### src/rtl/width_12to8.sv
`default_nettype none
// ============================================================================
// Module   : width_12to8
// Purpose  : Re-serialises a 12-bit word stream into an MSB-first byte stream
//            through a 20-bit bit-buffer, padding an odd trailing nibble.
// Revision : 1.0 - initial release
// ============================================================================
module width_12to8 #(
    parameter logic [3:0] PAD_NIBBLE = 4'h0
) (
    input  logic        clk,
    input  logic        rst,
    input  logic        valid_in,
    input  logic [11:0] data_in,
    input  logic        last_in,
    output logic        ready_in,
    output logic        valid_out,
    output logic [7:0]  data_out,
    output logic        last_out,
    input  logic        ready_out
);

    localparam logic [4:0] C_CNT_MAX  = 5'd20;
    localparam logic [4:0] C_CNT_BYTE = 5'd8;
    localparam logic [4:0] C_CNT_HALF = 5'd4;
    localparam logic [4:0] C_CNT_WORD = 5'd12;

    logic [19:0] r_buf;
    logic [4:0]  r_cnt;
    logic        r_flush;

    logic        w_pad;
    logic        w_pop;
    logic        w_acc;
    logic [19:0] w_buf_pop;
    logic [4:0]  w_cnt_pop;
    logic [19:0] w_ins;
    logic [19:0] w_keep;
    logic [19:0] w_buf_nxt;
    logic [4:0]  w_cnt_nxt;
    logic        w_flush_nxt;

    // All outputs decode registered state only; no input-to-output paths.
    assign w_pad     = r_flush && (r_cnt == C_CNT_HALF);
    assign valid_out = (r_cnt >= C_CNT_BYTE) || w_pad;
    assign data_out  = w_pad ? {r_buf[19:16], PAD_NIBBLE} : r_buf[19:12];
    assign last_out  = r_flush && ((r_cnt == C_CNT_BYTE) || (r_cnt == C_CNT_HALF));
    assign ready_in  = !rst && !r_flush && (r_cnt <= C_CNT_BYTE);

    assign w_pop = valid_out && ready_out;
    assign w_acc = valid_in && ready_in;

    always_comb begin
        w_buf_pop = r_buf;
        w_cnt_pop = r_cnt;
        if (w_pop) begin
            w_buf_pop = r_buf << 8;
            // The padded byte only holds 4 real bits, so the count floors at 0.
            w_cnt_pop = (r_cnt >= C_CNT_BYTE) ? (r_cnt - C_CNT_BYTE) : 5'd0;
        end
    end

    // New word lands directly below the bits that survive this cycle's pop.
    assign w_ins  = {data_in, 8'h00} >> w_cnt_pop;
    assign w_keep = ~(20'hF_FFFF >> w_cnt_pop);

    always_comb begin
        w_buf_nxt   = w_buf_pop;
        w_cnt_nxt   = w_cnt_pop;
        w_flush_nxt = r_flush;
        if (w_acc) begin
            w_buf_nxt = (w_buf_pop & w_keep) | w_ins;
            w_cnt_nxt = w_cnt_pop + C_CNT_WORD;
            if (last_in) begin
                w_flush_nxt = 1'b1;
            end
        end else if (w_pop && last_out) begin
            w_flush_nxt = 1'b0;
        end
    end

    always_ff @(posedge clk or posedge rst) begin
        if (rst) begin
            r_buf   <= 20'h0_0000;
            r_cnt   <= 5'd0;
            r_flush <= 1'b0;
        end else begin
            r_buf   <= w_buf_nxt;
            r_cnt   <= w_cnt_nxt;
            r_flush <= w_flush_nxt;
        end
    end

`ifndef SYNTHESIS
    a_cnt_max : assert property (@(posedge clk) disable iff (rst) r_cnt <= C_CNT_MAX);
`endif

endmodule
`default_nettype wire
### config.mk
export PLATFORM = sky130hd
export DESIGN_NAME = width_12to8
export DESIGN_NICKNAME = d
export VERILOG_FILES = /design/src/rtl/width_12to8.sv
export SDC_FILE = /design/constraint.sdc
export NUM_CORES = 1
export LEC_CHECK = 0
export ABC_AREA = 1
export CELL_PAD_IN_SITES_DETAIL_PLACEMENT = 1
export CELL_PAD_IN_SITES_GLOBAL_PLACEMENT = 1
export CORE_MARGIN = 2
export CORE_UTILIZATION = 25
export DETAILED_ROUTE_END_ITERATION = 8
export GPL_TIMING_DRIVEN = 0
export PLACE_DENSITY = 0.55
export SLEW_MARGIN = 20
export SYNTH_ARGS = -nofsm -noshare
export SYNTH_HDL_FRONTEND = slang
export SYNTH_SLANG_ARGS = --single-unit
### constraint.sdc
create_clock -name clk -period 2.9 [get_ports clk]
set_clock_uncertainty 0.05 [all_clocks]
set_input_delay 0.87 -clock clk [delete_from_list [all_inputs] [get_ports clk]]
set_output_delay 0.87 -clock clk [all_outputs]
set_load 0.05 [all_outputs]
* Yosys cells after proc, flatten, opt, wreduce, memory -nomap -nowiden
Index checks and enable logic that the tools add are counted.
** Cells by class
- Add/sub/neg operators :: 2
- Magnitude comparators :: 2
- Equality and inequality tests :: 3
- Shifts and indexed selects :: 2
- Multiplexer cells :: 9
- Bitwise operators :: 3
- Reductions and logical operators :: 13
** Operators with widths (count)
- two-way mux 20 bit :: 2
- AND 20 bit :: 1
- inverter 20 bit :: 1
- bitwise OR 20 bit :: 1
- right shift 20 x 5 -> 20 bit :: 1
- right shift 20 x 5 -> 20 bit, first input constant :: 1
- two-way mux 5 bit :: 3
- logical AND 1 bit :: 7
- adder 5 x 4 -> 5 bit, second input constant :: 1
- equality test 5 x 3 -> 1 bit, second input constant :: 1
- equality test 5 x 4 -> 1 bit, second input constant :: 1
- >= comparator 5 x 4 -> 1 bit, second input constant :: 1
- <= comparator 5 x 4 -> 1 bit, second input constant :: 1
- subtractor 5 x 4 -> 5 bit, second input constant :: 1
- two-way mux 4 bit :: 1
- two-way mux 1 bit :: 3
- zero test 1 bit :: 2
- logical OR 1 bit :: 2
- != test 2 bit, second input constant :: 1
- AND reduction 2 bit :: 1
- nonzero test 2 bit :: 1
** Storage, ports and cells
- Flip-flop bits (word level) :: 26
- Bits of input ports :: 17
- Output and inout port bits :: 11

* Longest topological paths before layout
- Word-level depth :: 10
- Depth in mapped cells :: 15
- Depth with buffers taken out :: 13

* Worst setup path before layout
OpenSTA, ideal clock, no wires.
- Kind :: input to output
- Start point :: input port rst
- End point :: output port ready_in
- Arrival time :: 2.020 ns
- Slack :: -0.040 ns
- Cell stages on the path :: 3
- Buffers on the path :: 0
- Path through :: inv_1 -> nand3_4 -> inv_1
** Between the ends
- Word-level cells in the longest chain between the ends :: 3
** RTL lines
- start, declared :: RTL line 12 : input logic rst,
- zero test 1 bit (no source line)
- logical AND 1 bit (2 in a row) :: RTL line 48 : assign ready_in = !rst && !r_flush && (r_cnt <= C_CNT_BYTE);
- end, declared :: RTL line 16 : output logic ready_in,
Every way passes these cells.

* Worst setup path in the final report
Ends and elaborated chain as after synthesis.

==> qor.yml <==
cts:
  clock_sinks: 26
  cts_buffers: 3
  clock_latency_ns: 0.28
  path_clk_slew_ns: 0.10
  tritoncts: "done"
  cts-root-buf: "clkbuf_8"
  cts_max_level: 1
  clock_path_buffers: 2
timing:
  hold_viol: 0
  period_share_pct: 97.1
  tightestPinTransition_ns: 0.739
  fmax_ghz: 0.355
  slew_headroom_pct: 50.5
  finalSetupViolCount: 0
  period_needed_ns: 2.82
  tns_ns: 0
  slew_viol_final: 0
  rsz0062_at_grt: "no"
grt:
  met2_usage_pct: 27.4
  grt_use_total_pct: 16.5
  grt_first_pass_wirelength_um: 12800
  grt_overflow: 0
  grt_max_degree: 15
  antenna_found_initial: 0
  gr-usage-met3_pct: 1.46
  first_global_vias: 2341
  use_met1_pct: 23.3
  top_usage_layer: "met2"
critical_path:
  cp_data_required_time_ns: 1.98
  max_stage_delay_ns: 0.32
  path_buf_inv: 4
  crit_cells: 5
  crit_type: "in2out"
  path_cells: "dlygate4sd2_1 > clkinvlp_4 > nand3_4 > inv_1 > clkdlybuf4s15_2"
  arrival_ns: 1.90
  rr_worst_depth: 9
  crit_slowest_cell: "dlygate4sd2_1"
  path_delay_family: "buffers and inverters"
  worstPathMaxFanout: 2
  endpoint_kind: "output port"
  start_kind: "input pin"
synthesis:
  synthAdderAreaFrac_pct: 1.62
  syn_nets: 378
  synth_ff_type: "dfrtp_1"
  netlist_top_cells_count: "143 x nand2_1, 35 x inv_1, 35 x o21ai_0"
  synth-seq-cells: 26
  synth.area.mux_share_pct: 0
  ys_types: 34
  yosys_warnings: 0
  yosys.area.top_type_share_pct: 28.1
  synth-xor-area-share_pct: 0.756
  post_synth_instance_area_um2: 2320
  synth.top_cells.by_area: "dfrtp_1 28%, nand2_1 23%, o21ai_0 7.6%"
  synth_compound_area_share_pct: 15.0
  ys_async_sr_fraction_pct: 100
  synth_top_family_by_area: "simple AND/OR/NAND/NOR gates"
  synth.avg_cell_area_um2: 6.47
  ys_seq_area_share_pct: 28.1
  yosys.area_share.simple_pct: 42.3
  synth-edff-count: 0
  netlist_instances: 358
  yosysTopAreaCell: "dfrtp_1"
  yosys.cell_count.top_type: "nand2_1"
layout:
  syn_to_final_growth_pct: 20.4
  nets: 412
  final_cells: 502
  n_fill_cell: 1197
  multiInputGateArea_um2: 1390
  drive_gt1_share_pct: 13.3
  antenna_cells: 0
  register_area_um2: 651
pwr:
  total_leakage_power_nw: 1.44
  power_density_nw_per_um2: 857
  finalPower_w: 0.00239
  peakVddDrop_mv: 0.192
placed_design:
  gp_congestion: 0.846
  io_buffers: 27
  dp.cells: 496
  dp_hpwl_um: 5990
route:
  first_iter_violations: 92
  viasPerCell: 4.69
  dr_total_vias: 2354
  drc: 0
  wl_per_cell_um: 15.6
  drt_pre_antenna_iters: 4
  routed_wirelength_um: 7830
  ant_nets: 0
min_path:
  holdPathStages: 2
  worst_hold_path_type: "reg2reg"
die:
  core-area_um2: 9110
  start_util_pct: 25.4
  chipHeight_um: 100
  die_w_um: 100
  die_area_um2: 10100
  floorplan.rows: 35
  boundaryPins: 28
run_status:
  status: "finished, final reports clean"
flow_run:
  maxCapViolCount: 0
layout by cell type (no fill, tap or decap), types with 3 or more instances in the layout:
master,netlist,layout
clkdlybuf4s50_1,0,19
buf_6,4,4
nor2_4,5,5
o211ai_1,4,4
inv_2,3,3
o21ai_0,35,35
nand3_1,24,24
clkbuf_1,9,9
nor2_1,12,12
nand2_1,143,143
clkbuf_8,0,4
nand2_2,5,5
nand2_4,4,4
o21ai_1,8,8
nand4_1,4,4
buf_4,6,7
dfrtp_1,26,26
nand3_4,3,3
dlygate4sd2_1,0,5
inv_1,35,34
a21oi_1,8,8
worst register-to-register path, stage by stage, from the launching register on:
cell and delay [ns]:
dfrtp_1 0.47, nor2_4 0.24, nand3_2 0.23, nand3_4 0.16, nand2_4 0.10, a21oi_4 0.33, buf_4 0.25, ha_1 0.17
nor2_1 0.05, xor2_1 0.14
area by class of cell:
type,instances,share of cell area [%]
Tap cell,111,4.98
Multi-Input combinational cell,273,49.7
Clock buffer,4,1.97
Timing Repair inverter,1,0.179
Timing Repair Buffer,28,9.60
Inverter,39,5.65
Buffer,20,4.62
Sequential cell,26,23.3
power breakdown:
part,switching [W],internal [W]
Sequential,0.0000688,0.000474
Clock,0.000131,0.000122
Combinational,0.00108,0.000510
Total,0.00128,0.00111
sequential cells by signal (all words and copies together) (netlist names):
signal / cells
r_buf: 20
r_flush: 1
r_cnt: 5
stage by stage:
stage          util, %  setup WS [ns]  hold slack [ns]  cell area, um2
6_report          30.6         0.0843            0.463            2790
5_1_grt           30.6        0.00719            0.523            2790
3_5_place_dp      30.0          -1.13            0.445            2730
2_1_floorplan        -          0.227            0.426            2320
4_1_cts           30.6        0.00935            0.470            2790
3_3_place_gp      30.0          -1.10            0.446            2730
repair_timing:
action,in CTS,in global routing
resized for setup,10,4
endpoints found under the setup margin,7,3
buffers inserted,1,0
cloned,1,0
hold buffers,0,0
layer usage:
metal | vias to the layer above | routed length [um]
li1 | 1204 | -
met1 | 1099 | 3800
met2 | 43 | 3720
met3 | 8 | 206
met4 | 0 | 102
met5 | - | 0
final timing paths:
path | start | end | slack, ns
min | r_buf[4] | r_buf[4] | 0.46
max | rst | ready_in | 0.08
max reg2reg | r_cnt[0] | r_cnt[4] | 0.58
min reg2reg | r_buf[4] | r_buf[4] | 0.46
min in group asynchronous | rst | r_buf[1] | 0.84
max in group asynchronous | rst | r_buf[12] | 1.58
cell families (layout without fill, tap and decap cells):
logic type               after synthesis  in the layout
flip-flops                            26             26
AO/OA/AOI/OAI                         61             61
AND/OR/NAND/NOR                      207            207
adder cells (fa/ha/maj)                3              3
XOR/XNOR                               2              2
buffers and inverters                 59             92
No activity file was read; power rests on OpenSTA's default activity.
